===== config.mk =====
export PLATFORM = sky130hd
export DESIGN_NAME = issue_scoreboard_flat
export DESIGN_NICKNAME = d
export VERILOG_FILES = /design/src/rtl/issue_scoreboard_pkg.sv /design/src/rtl/issue_scoreboard_if.sv /design/src/rtl/issue_scoreboard_sb_counter.sv /design/src/rtl/issue_scoreboard.sv /design/src/flat_wrapper.sv
export SDC_FILE = /design/constraint.sdc
export NUM_CORES = 1
export LEC_CHECK = 0
export ABC_CLOCK_PERIOD_IN_PS = 5000
export CAP_MARGIN = 25
export CELL_PAD_IN_SITES_DETAIL_PLACEMENT = 0
export CELL_PAD_IN_SITES_GLOBAL_PLACEMENT = 1
export CORE_ASPECT_RATIO = 1.5
export CORE_MARGIN = 2
export CORE_UTILIZATION = 39
export CTS_BUF_LIST = sky130_fd_sc_hd__clkbuf_2 sky130_fd_sc_hd__clkbuf_4 sky130_fd_sc_hd__clkbuf_8
export DETAILED_ROUTE_END_ITERATION = 12
export GPL_TIMING_DRIVEN = 0
export MAX_ROUTING_LAYER = met4
export PLACE_DENSITY = 0.85
export SKIP_LAST_GASP = 1
export SYNTH_ARGS = -nofsm -noshare
export SYNTH_HDL_FRONTEND = slang
export SYNTH_SLANG_ARGS = --single-unit

===== constraint.sdc =====
create_clock -name clk -period 5 [get_ports clk]
set_clock_uncertainty 0.2 [all_clocks]
set_input_delay 1 -clock clk [delete_from_list [all_inputs] [get_ports clk]]
set_output_delay 1 -clock clk [all_outputs]
set_load 0.01 [all_outputs]

===== src/rtl/issue_scoreboard_pkg.sv =====
// Shared definitions for the issue scoreboard that sits between ID and EX.
// - creg_addr_t : architectural register address (x0..x31)
// - sb_state_t  : issue controller state (normal issue or fence drain)
// - SB_* widths : default register count and counter widths
package issue_scoreboard_pkg;

    localparam int SB_NREG  = 32;
    localparam int SB_CNT_W = 2;
    localparam int SB_OUT_W = 3;

    typedef logic [4:0] creg_addr_t;

    typedef enum logic {
        SB_RUN,
        SB_DRAIN
    } sb_state_t;

endpackage


===== src/rtl/issue_scoreboard_if.sv =====
// Bundle of the ID/EX/WB handshake signals seen by the issue scoreboard.
// modport slave  : the scoreboard (takes ID/EX/WB inputs, drives issue/stall/status)
// modport master : the pipeline side driving ID/EX/WB and observing the scoreboard
interface issue_scoreboard_if
    import issue_scoreboard_pkg::*;
#(
    parameter int NREG  = SB_NREG,
    parameter int OUT_W = SB_OUT_W
);
    logic             id_valid;
    creg_addr_t       id_ra1;
    creg_addr_t       id_ra2;
    logic             id_use1;
    logic             id_use2;
    logic             id_regwrite;
    creg_addr_t       id_wa;
    logic             id_fence;
    logic             ex_ready;
    logic             flush;
    logic             wb_valid;
    logic             wb_regwrite;
    creg_addr_t       wb_wa;
    logic             issue;
    logic             stall_id;
    logic [NREG-1:0]  pending_mask;
    logic [OUT_W-1:0] outstanding;
    logic             fsm_drain;

    modport slave (
        input  id_valid, id_ra1, id_ra2, id_use1, id_use2, id_regwrite, id_wa,
               id_fence, ex_ready, flush, wb_valid, wb_regwrite, wb_wa,
        output issue, stall_id, pending_mask, outstanding, fsm_drain
    );

    modport master (
        output id_valid, id_ra1, id_ra2, id_use1, id_use2, id_regwrite, id_wa,
               id_fence, ex_ready, flush, wb_valid, wb_regwrite, wb_wa,
        input  issue, stall_id, pending_mask, outstanding, fsm_drain
    );
endinterface


===== src/rtl/issue_scoreboard_sb_counter.sv =====
// sb_counter: saturating up/down counter.
// Ports: clk, reset (sync, active high), inc, dec -> count, is_zero, is_max.
// inc and dec together leave the count unchanged; it never wraps past 0 or max.
module sb_counter #(
    parameter int W = 2
) (
    input  logic         clk,
    input  logic         reset,
    input  logic         inc,
    input  logic         dec,
    output logic [W-1:0] count,
    output logic         is_zero,
    output logic         is_max
);

    assign is_zero = (count == '0);
    assign is_max  = (count == '1);

    always_ff @(posedge clk) begin
        if (reset) begin
            count <= '0;
        end else if (inc && !dec && !is_max) begin
            count <= count + W'(1);
        end else if (dec && !inc && !is_zero) begin
            count <= count - W'(1);
        end
    end

endmodule


===== src/rtl/issue_scoreboard.sv =====
// issue_scoreboard: RAW/WAW interlock between decode and execute.
// Ports: clk, reset (sync, active high), sb (issue_scoreboard_if.slave).
//   Inputs via sb : ID instruction fields, ex_ready, flush, WB retire.
//   Outputs via sb: issue, stall_id, pending_mask, outstanding, fsm_drain.
// One pending-write counter per register plus a global outstanding counter.
// A same-cycle WB retire is treated as already written (write-first regfile).
module issue_scoreboard
    import issue_scoreboard_pkg::*;
#(
    parameter int NREG  = SB_NREG,
    parameter int CNT_W = SB_CNT_W,
    parameter int OUT_W = SB_OUT_W
) (
    input  logic             clk,
    input  logic             reset,
    issue_scoreboard_if.slave sb
);

    logic             ret;
    logic             do_inc;
    logic             raw;
    logic             full;
    logic             permit;
    logic             issue_int;
    logic [NREG-1:0]  inc_vec;
    logic [NREG-1:0]  dec_vec;
    logic [NREG-1:0]  eff_nz;
    logic [NREG-1:0]  pend_zero;
    logic [NREG-1:0]  pend_max;
    logic [CNT_W-1:0] pend [NREG];
    logic [OUT_W-1:0] out_cnt;
    logic             out_zero;
    logic             out_max;
    logic             out_eff_zero;
    sb_state_t        state;
    sb_state_t        state_next;

    assign ret    = sb.wb_valid & sb.wb_regwrite & (sb.wb_wa != '0);
    assign do_inc = issue_int & sb.id_regwrite & (sb.id_wa != '0);

    // eff_nz is the pending count after subtracting a same-cycle retire.
    for (genvar g = 0; g < NREG; g++) begin : g_reg
        assign inc_vec[g] = do_inc & (sb.id_wa == creg_addr_t'(g));
        assign dec_vec[g] = ret & (sb.wb_wa == creg_addr_t'(g));
        assign eff_nz[g]  = ((pend[g] - CNT_W'(dec_vec[g])) != '0);

        sb_counter #(.W(CNT_W)) u_pend (
            .clk     (clk),
            .reset   (reset),
            .inc     (inc_vec[g]),
            .dec     (dec_vec[g]),
            .count   (pend[g]),
            .is_zero (pend_zero[g]),
            .is_max  (pend_max[g])
        );
    end

    sb_counter #(.W(OUT_W)) u_outstanding (
        .clk     (clk),
        .reset   (reset),
        .inc     (do_inc),
        .dec     (ret),
        .count   (out_cnt),
        .is_zero (out_zero),
        .is_max  (out_max)
    );

    // Outstanding count as seen after this cycle's retire.
    assign out_eff_zero = ret ? (out_cnt == OUT_W'(1)) : out_zero;

    assign raw  = (sb.id_use1 & eff_nz[sb.id_ra1]) | (sb.id_use2 & eff_nz[sb.id_ra2]);

    // Capacity check deliberately ignores a same-cycle retire.
    assign full = sb.id_regwrite & (sb.id_wa != '0) & (pend_max[sb.id_wa] | out_max);

    always_ff @(posedge clk) begin
        if (reset) begin
            state <= SB_RUN;
        end else begin
            state <= state_next;
        end
    end

    // A fence may only issue once every earlier write has retired; while
    // waiting the controller sits in DRAIN. A flush kills the fence.
    always_comb begin
        state_next = state;
        permit     = 1'b0;
        case (state)
            SB_RUN: begin
                permit = ~sb.id_fence | out_eff_zero;
                if (sb.id_valid && sb.id_fence && !sb.flush && !out_eff_zero) begin
                    state_next = SB_DRAIN;
                end
            end
            SB_DRAIN: begin
                permit = out_eff_zero;
                if (out_eff_zero || sb.flush) begin
                    state_next = SB_RUN;
                end
            end
            default: begin
                state_next = SB_RUN;
            end
        endcase
    end

    assign issue_int       = sb.id_valid & ~sb.flush & sb.ex_ready & ~raw & ~full & permit;
    assign sb.issue        = issue_int;
    assign sb.stall_id     = sb.id_valid & ~sb.flush & ~issue_int;
    assign sb.pending_mask = ~pend_zero;
    assign sb.outstanding  = out_cnt;
    assign sb.fsm_drain    = (state == SB_DRAIN);

    // Retiring a register with nothing pending is a pipeline protocol error.
    a_no_retire_underflow: assert property (
        @(posedge clk) disable iff (reset) ret |-> !pend_zero[sb.wb_wa]
    );

endmodule


===== src/flat_wrapper.sv =====
// flat-port wrapper written by rule: the top's interface ports become plain ports
module issue_scoreboard_flat import issue_scoreboard_pkg::*;
#(
    parameter int NREG  = SB_NREG,
    parameter int CNT_W = SB_CNT_W,
    parameter int OUT_W = SB_OUT_W
)
  (clk, reset, sb_id_valid, sb_id_ra1, sb_id_ra2, sb_id_use1, sb_id_use2, sb_id_regwrite, sb_id_wa, sb_id_fence, sb_ex_ready, sb_flush, sb_wb_valid, sb_wb_regwrite, sb_wb_wa, sb_issue, sb_stall_id, sb_pending_mask, sb_outstanding, sb_fsm_drain);
  issue_scoreboard_if #(.NREG(NREG), .OUT_W(OUT_W)) sb_i ();
  input  logic clk;
  input  logic reset;
  input wire logic [$bits(sb_i.id_valid)-1:0] sb_id_valid;
  input wire logic [$bits(sb_i.id_ra1)-1:0] sb_id_ra1;
  input wire logic [$bits(sb_i.id_ra2)-1:0] sb_id_ra2;
  input wire logic [$bits(sb_i.id_use1)-1:0] sb_id_use1;
  input wire logic [$bits(sb_i.id_use2)-1:0] sb_id_use2;
  input wire logic [$bits(sb_i.id_regwrite)-1:0] sb_id_regwrite;
  input wire logic [$bits(sb_i.id_wa)-1:0] sb_id_wa;
  input wire logic [$bits(sb_i.id_fence)-1:0] sb_id_fence;
  input wire logic [$bits(sb_i.ex_ready)-1:0] sb_ex_ready;
  input wire logic [$bits(sb_i.flush)-1:0] sb_flush;
  input wire logic [$bits(sb_i.wb_valid)-1:0] sb_wb_valid;
  input wire logic [$bits(sb_i.wb_regwrite)-1:0] sb_wb_regwrite;
  input wire logic [$bits(sb_i.wb_wa)-1:0] sb_wb_wa;
  output wire logic [$bits(sb_i.issue)-1:0] sb_issue;
  output wire logic [$bits(sb_i.stall_id)-1:0] sb_stall_id;
  output wire logic [$bits(sb_i.pending_mask)-1:0] sb_pending_mask;
  output wire logic [$bits(sb_i.outstanding)-1:0] sb_outstanding;
  output wire logic [$bits(sb_i.fsm_drain)-1:0] sb_fsm_drain;
  assign sb_i.id_valid = sb_id_valid;
  assign sb_i.id_ra1 = sb_id_ra1;
  assign sb_i.id_ra2 = sb_id_ra2;
  assign sb_i.id_use1 = sb_id_use1;
  assign sb_i.id_use2 = sb_id_use2;
  assign sb_i.id_regwrite = sb_id_regwrite;
  assign sb_i.id_wa = sb_id_wa;
  assign sb_i.id_fence = sb_id_fence;
  assign sb_i.ex_ready = sb_ex_ready;
  assign sb_i.flush = sb_flush;
  assign sb_i.wb_valid = sb_wb_valid;
  assign sb_i.wb_regwrite = sb_wb_regwrite;
  assign sb_i.wb_wa = sb_wb_wa;
  assign sb_issue = sb_i.issue;
  assign sb_stall_id = sb_i.stall_id;
  assign sb_pending_mask = sb_i.pending_mask;
  assign sb_outstanding = sb_i.outstanding;
  assign sb_fsm_drain = sb_i.fsm_drain;
  issue_scoreboard #(.NREG(NREG), .CNT_W(CNT_W), .OUT_W(OUT_W)) u_core (.clk(clk), .reset(reset), .sb(sb_i));
endmodule

==> results.py, run 1 <==
metrics = {
    "status": {
        "status": "finished with violations",
        "violations": "setup timing",
    },
    "setup_path": {
        "crit_family": "simple AND/OR/NAND/NOR gates",
        "worstSetupEndpointType": "output pin",
        "crit_fanout": 7,
        "worstPathCellList": "buf_12, or3b_4, buf_6, nor2_4, mux2i_4, a31oi_1, a21boi_2, or4_1, o211a_1, or2_4, buf_12, and2_4, buf_6",
        "cp.required_ns": 3.80,
        "crit_type": "input port to output pin",
        "slowest_delay_ns": 0.51,
        "cp_slowest_cell": "or4_1",
        "crit_path_start_kind": "input port",
        "path_buf_inv": 4,
        "cp_data_arrival_time_ns": 4.00,
        "r2r_setup_slack_ns": 0.68,
    },
    "sta": {
        "rsz0062_at_grt": "true",
        "period_minus_slack_ns": 5.20,
        "slew_headroom": 0.299,
        "tightest_slew_ns": 1.04,
        "hold_violations": 0,
        "setup_slack_ns": -0.197,
        "timing.hold.ws_ns": 0.303,
        "slew_viol_final": 0,
        "timing.final.crit_share": 1.04,
        "max_freq_ghz": 0.192,
        "finalSetupViolations": 2,
    },
    "drt": {
        "drc_errors": 0,
        "drt_iter0_drc": 1079,
        "dr.pass1.iters": 8,
        "wl_per_cell_um": 25.1,
        "routed_wl_um": 32500,
        "vias": 8976,
        "via_per_inst": 6.91,
        "ant_nets": 0,
    },
    "yosys": {
        "synthArstFlopShare": 0,
        "synth_area_um2": 6850,
        "synth_cell_type_count": 83,
        "ys_seq_area_frac": 0.199,
        "syn_inst": 978,
        "synth_seq_cells": 68,
        "yosysWarnings": 0,
        "avgSynthCellArea_um2": 7.01,
        "synth_nets": 1017,
        "synth-edff-count": 0,
        "ys.flop_type": "dfxtp_1",
    },
    "final_layout": {
        "diodes": 0,
        "fin_util": 0.497,
        "drive_gt1_frac": 0.161,
        "fillers": 1778,
        "fin_nets": 1120,
        "area_growth_pct": 25.3,
        "regArea_um2": 1360,
        "multi_input_area_um2": 5320,
        "final_area_um2": 8580,
    },
    "global_route": {
        "grt_pass1_wl_um": 48500,
        "grt_use_total": 0.346,
        "globalRoute.totalOverflow": 0,
        "grt_pass1_vias": 8210,
        "antenna_found_initial": 0,
        "grt_max_degree": 14,
    },
    "die": {
        "ios": 69,
        "rows": 59,
        "core_area_um2": 17300,
        "dieArea_um2": 18700,
        "die_h_um": 166,
        "die_x_um": 112,
        "initial_core_util": 0.397,
    },
    "job": {
        "drv_cap": 0,
    },
    "clock_network": {
        "htree_levels": 3,
        "cts_root_buf": "clkbuf_8",
        "ctsLongestPathBuffers": 2,
        "cts_tree": "done",
        "cts_num_sinks": 68,
        "cts_buffers": 9,
        "clk_pin_slew_worst_paths_ns": 0.09,
        "clock_latency_ns": 0.39,
    },
    "place": {
        "portBuffers": 61,
        "gp_congestion": 1.03,
        "placed_cell_area_um2": 7740,
        "post-dp-hpwl_um": 23400,
        "dp_slack_ns": -2.06,
    },
    "worst_hold_path": {
        "hold_path_class": "register to register",
    },
    "pwr": {
        "vdd_drop_max_mv": 0.105,
        "powerDensity_nw_per_um2": 188,
        "p_leak_nw": 3.13,
    },
}
[stage by stage]
stage          setup TNS, ns  instances  total power [W]
2_1_floorplan              0        978         0.000791
3_3_place_gp          -58.39       1252         0.000945
3_5_place_dp          -58.19       1252         0.000946
4_1_cts               -0.289       1296          0.00159
5_1_grt               -0.468       1299          0.00166
6_report              -0.392       1299          0.00161
[cells by family (layout without fill, tap and decap cells)]
| logic type | after synthesis | in the layout | synth area share |
|---|---|---|---|
| AO/OA/AOI/OAI | 235 | 235 | 0.248 |
| adder cells (fa/ha/maj) | 8 | 8 | 0.0146 |
| buffers and inverters | 104 | 212 | 0.0608 |
| XOR/XNOR | 12 | 12 | 0.0153 |
| AND/OR/NAND/NOR | 539 | 539 | 0.443 |
| multiplexers | 12 | 12 | 0.0197 |
| flip-flops | 68 | 68 | 0.199 |
[cells in the mapped netlist (all sizes together), types with 21 or more instances]
| master | number | area (µm²) |
|---|---|---|
| nand2 | 108 | 405 |
| nor2 | 80 | 313 |
| nor3 | 70 | 360 |
| dfxtp | 68 | 1360 |
| clkbuf | 63 | 236 |
| o21ai | 45 | 225 |
| or2 | 38 | 238 |
| nand3 | 32 | 165 |
| nor4b | 32 | 287 |
| o2111ai | 31 | 272 |
| and3 | 29 | 181 |
| nand4 | 23 | 144 |
| nor4 | 22 | 159 |
| inv | 21 | 78.8 |
| nor2b | 21 | 131 |
[sequential cells by signal, indices dropped and copies added, names as in the netlist]
name / count
u_core.sb.fsm_drain: 1
u_core.u_outstanding.count: 3
u_core.g.u_pend.count: 64
[where the power goes]
part / internal, W / switching [W]
logic: 0.000158 / 0.000279
clock network: 0.000335 / 0.000279
registers: 0.000555 / 0.00000736
total: 0.00105 / 0.000565
[per-layer routing]
layer	global-route usage	routed length, µm	vias up
met2	0.529	14800	647
met4	0.274	3050	0
li1	-	-	3973
met1	0.400	11600	4151
met5	-	0	-
met3	0.0522	3130	205
[cell usage in the layout (no fill, tap or decap), drive strengths merged, types with 7 or more instances in the layout]
cell           Yosys  routed
o311ai            10      10
nor3b             15      15
o2111ai           31      31
a31oi             18      18
and3              29      29
clkbuf            63      68
nand3b             7       7
o32ai             20      20
o21ai             45      45
buf               20      59
or3               12      12
nor4              22      22
or2               38      38
nor3              70      70
o211ai            12      12
nand4             23      23
or4                7       7
o21bai            11      11
a21boi             7       7
nor2b             21      21
clkdlybuf4s50      0      54
a21oi             20      20
a211oi            10      10
o22ai             13      13
ha                 8       8
nand2b            14      14
inv               21      22
nand3             32      32
nor4b             32      32
xnor2              7       7
nand2            108     108
mux2i              9       9
dfxtp             68      68
nor2              80      80
[tightest hold or removal path, delay by kind of cell (launching register included)]
family	cells	cell delay [ns]
buffers and inverters	1	0.09
and+or+nand+nor	1	0.05
DFF	1	0.32
[cell type report]
type                       instances  area share
buffer                            77      0.0433
clock buffer                       9      0.0144
clock inverter                     7      0.0144
inverter                          21     0.00947
multi-input combinational        806       0.620
sequential                        68       0.159
tap                              213      0.0310
timing repair buffer              98       0.109
[worst paths after layout]
| check | from | endpoint | cells after the start |
|---|---|---|---|
| worst max-delay path | sb_wb_wa[3] | sb_stall_id | 13 |
| worst min-delay path | u_core.g_reg[0].u_pend.count[1] | u_core.g_reg[0].u_pend.count[1] | 2 |
| worst max register to register | u_core.u_outstanding.count[0] | u_core.g_reg[9].u_pend.count[0] | 13 |
| worst min register to register | u_core.g_reg[0].u_pend.count[1] | u_core.g_reg[0].u_pend.count[1] | 2 |
[timing repair]
item | in CTS | in global routing
endpoints found under the setup margin | 62 | 2
pin swaps | 13 | 7
hold buffers | 0 | 0
buffers inserted | 31 | 6
gates resized for setup | 109 | 9
Power figures use the tool's default switching activity.
==> run 2: changes to the inputs <==
Settings changed: ABC_AREA set to 0.
==> results of run 2 <==
Same layout as run 1: the final DEF is identical, and so are final timing and power.
==> run 3: changes to the inputs <==
Settings changed: SKIP_LAST_GASP 1 to unset.
==> run 3 against run 2 <==
Net effect: the flow still finishes with violations (setup timing); die area stayed put; clock-buffer cell count stayed put; maximum frequency hardly changed; sequential power hardly changed; sequential cell count stayed put; worst setup slack better by 0.0036 ns; clock power hardly changed; worst hold slack worse by 0.0014 ns; critical endpoint unchanged; largest power group unchanged.
==> results.py, run 3 (same netlist as run 1, synthesis figures left out) <==
metrics = {
    "pwr": {
        "vdd_drop_max_mv": 0.105,
        "p_total_w": 0.00161,
        "powerDensity_nw_per_um2": 188,
        "p_leak_nw": 3.12,
    },
    "global_route": {
        "grt_use_total": 0.346,
        "grt_max_degree": 14,
        "grt_pass1_wl_um": 48500,
        "antenna_found_initial": 0,
        "grt_pass1_vias": 8204,
        "globalRoute.totalOverflow": 0,
    },
    "sta": {
        "slew_headroom": 0.298,
        "period_minus_slack_ns": 5.19,
        "finalSetupViolations": 2,
        "slew_viol_final": 0,
        "rsz0062_at_grt": "true",
        "max_freq_ghz": 0.193,
        "timing.final.crit_share": 1.04,
        "setup_tns_ns": -0.265,
        "hold_violations": 0,
        "setup_slack_ns": -0.193,
        "tightest_slew_ns": 1.04,
    },
    "setup_path": {
        "crit_fanout": 7,
        "cp-endpoint": "sb_stall_id",
        "worstSetupEndpointType": "output pin",
        "rr_worst_depth": 13,
        "path_buf_inv": 4,
        "r2r-end": "u_core.g_reg[9].u_pend.count[0]",
        "crit_type": "input port to output pin",
        "crit_family": "simple AND/OR/NAND/NOR gates",
        "r2r_setup_slack_ns": 0.72,
        "cp_num_cells": 13,
        "slowest_delay_ns": 0.50,
        "crit_path_start_kind": "input port",
        "cp_data_arrival_time_ns": 3.99,
        "cp_slowest_cell": "or4_1",
        "worstPathCellList": "buf_12, or3b_4, buf_6, nor2_4, mux2i_4, a31oi_1, a21boi_2, or4_1, o211a_1, or2_4, buf_12, and2_4, buf_6",
        "rr_startpoint": "u_core.u_outstanding.count[0]",
        "crit_path_start": "sb_wb_wa[3]",
        "cp.required_ns": 3.80,
    },
    "worst_hold_path": {
        "hp-start": "u_core.g_reg[0].u_pend.count[1]",
        "hold_path_class": "register to register",
    },
    "clock_network": {
        "cts_buffers": 9,
        "hold_buffers": 0,
        "htree_levels": 3,
        "clock_latency_ns": 0.39,
        "ctsLongestPathBuffers": 2,
        "cts_num_sinks": 68,
        "clk_pin_slew_worst_paths_ns": 0.09,
        "cts_tree": "done",
        "cts_root_buf": "clkbuf_8",
    },
    "drt": {
        "routed_wl_um": 32400,
        "ant_nets": 0,
        "dr.pass1.iters": 8,
        "vias": 8877,
        "via_per_inst": 6.84,
        "drt_iter0_drc": 1027,
        "drc_errors": 0,
        "wl_per_cell_um": 25.0,
    },
    "status": {
        "status": "finished with violations",
        "violations": "setup timing",
    },
    "die": {
        "rows": 59,
        "ios": 69,
        "die_h_um": 166,
        "die_x_um": 112,
        "core_area_um2": 17300,
        "initial_core_util": 0.397,
        "dieArea_um2": 18700,
    },
    "final_layout": {
        "fin_nets": 1119,
        "layout_common_cells": "106 x nand2_1, 69 x nor2_1, 68 x dfxtp_1",
        "fin_util": 0.497,
        "area_growth_pct": 25.2,
        "regMostFlops": "u_core.g.u_pend.count",
        "final_common_cell": "nand2_1",
        "final_cells": 1298,
        "largest_register_ffs": 64,
        "diodes": 0,
        "drive_gt1_frac": 0.160,
    },
    "place": {
        "portBuffers": 61,
        "post-dp-hpwl_um": 23400,
        "dpl.cell_count": 1252,
        "gp_congestion": 1.03,
    },
    "job": {
        "drv_cap": 0,
    },
}
run 3: what timing repair did:
action                                  in CTS  in global routing
endpoints found under the hold margin        0                  0
pin swaps                                   13                  7
endpoints found under the setup margin      62                  2
resized for setup                          110                 10
setup buffers                               31                  5
run 3: where the power goes:
part	internal (W)	leakage (nW)	total (W)	switching (W)
Clock	0.000335	0.120	0.000614	0.000279
Sequential	0.000555	0.550	0.000562	0.00000725
Combinational	0.000158	2.46	0.000437	0.000278
run 3: layer usage:
layer  vias up  track usage  part of all wire
met5         -            -                 0
met4         0        0.274             0.099
met3       208       0.0533             0.092
met2       625        0.528              0.45
met1      4082        0.400              0.36
li1       3962            -                 -
run 3: area by class of cell:
cell class / instances / area, µm²
tap: 213 / 267
inverter: 21 / 81.3
multi-input combinational: 806 / 5320
clock inverter: 7 / 124
sequential: 68 / 1360
clock buffer: 9 / 124
timing repair buffer: 97 / 927
buffer: 77 / 372
fill: 1778 / 8700
run 3: stage by stage:
step | worst slack [ns] | hold slack (ns) | instance area, µm²
finish | -0.193 | 0.301 | 8580
CTS | -0.142 | 0.309 | 8530
floorplan | 0.0217 | 0.261 | 6850
global route | -0.229 | 0.344 | 8580
global placement | -2.07 | 0.281 | 7730
detailed placement | -2.06 | 0.295 | 7740
run 3: worst register-to-register path, delay by kind of cell (launching register included):
family	cells	cell delay [ns]
DFF	1	0.36
adders and majority gates	2	0.50
and+or+nand+nor	4	1.05
buffers and inverters	2	0.73
AOI/OAI and AO/OA	5	1.40
run 3: how the worst min path moves through the flow:
stage,endpoint,cells after the start
6_report,u_core.g_reg[0].u_pend.count[1],2
5_1_grt,u_core.g_reg[0].u_pend.count[1],2
4_1_cts,u_core.g_reg[0].u_pend.count[1],2
3_5_place_dp,u_core.g_reg[0].u_pend.count[1],2
3_3_place_gp,u_core.g_reg[0].u_pend.count[1],2
2_1_floorplan,u_core.g_reg[0].u_pend.count[1],2
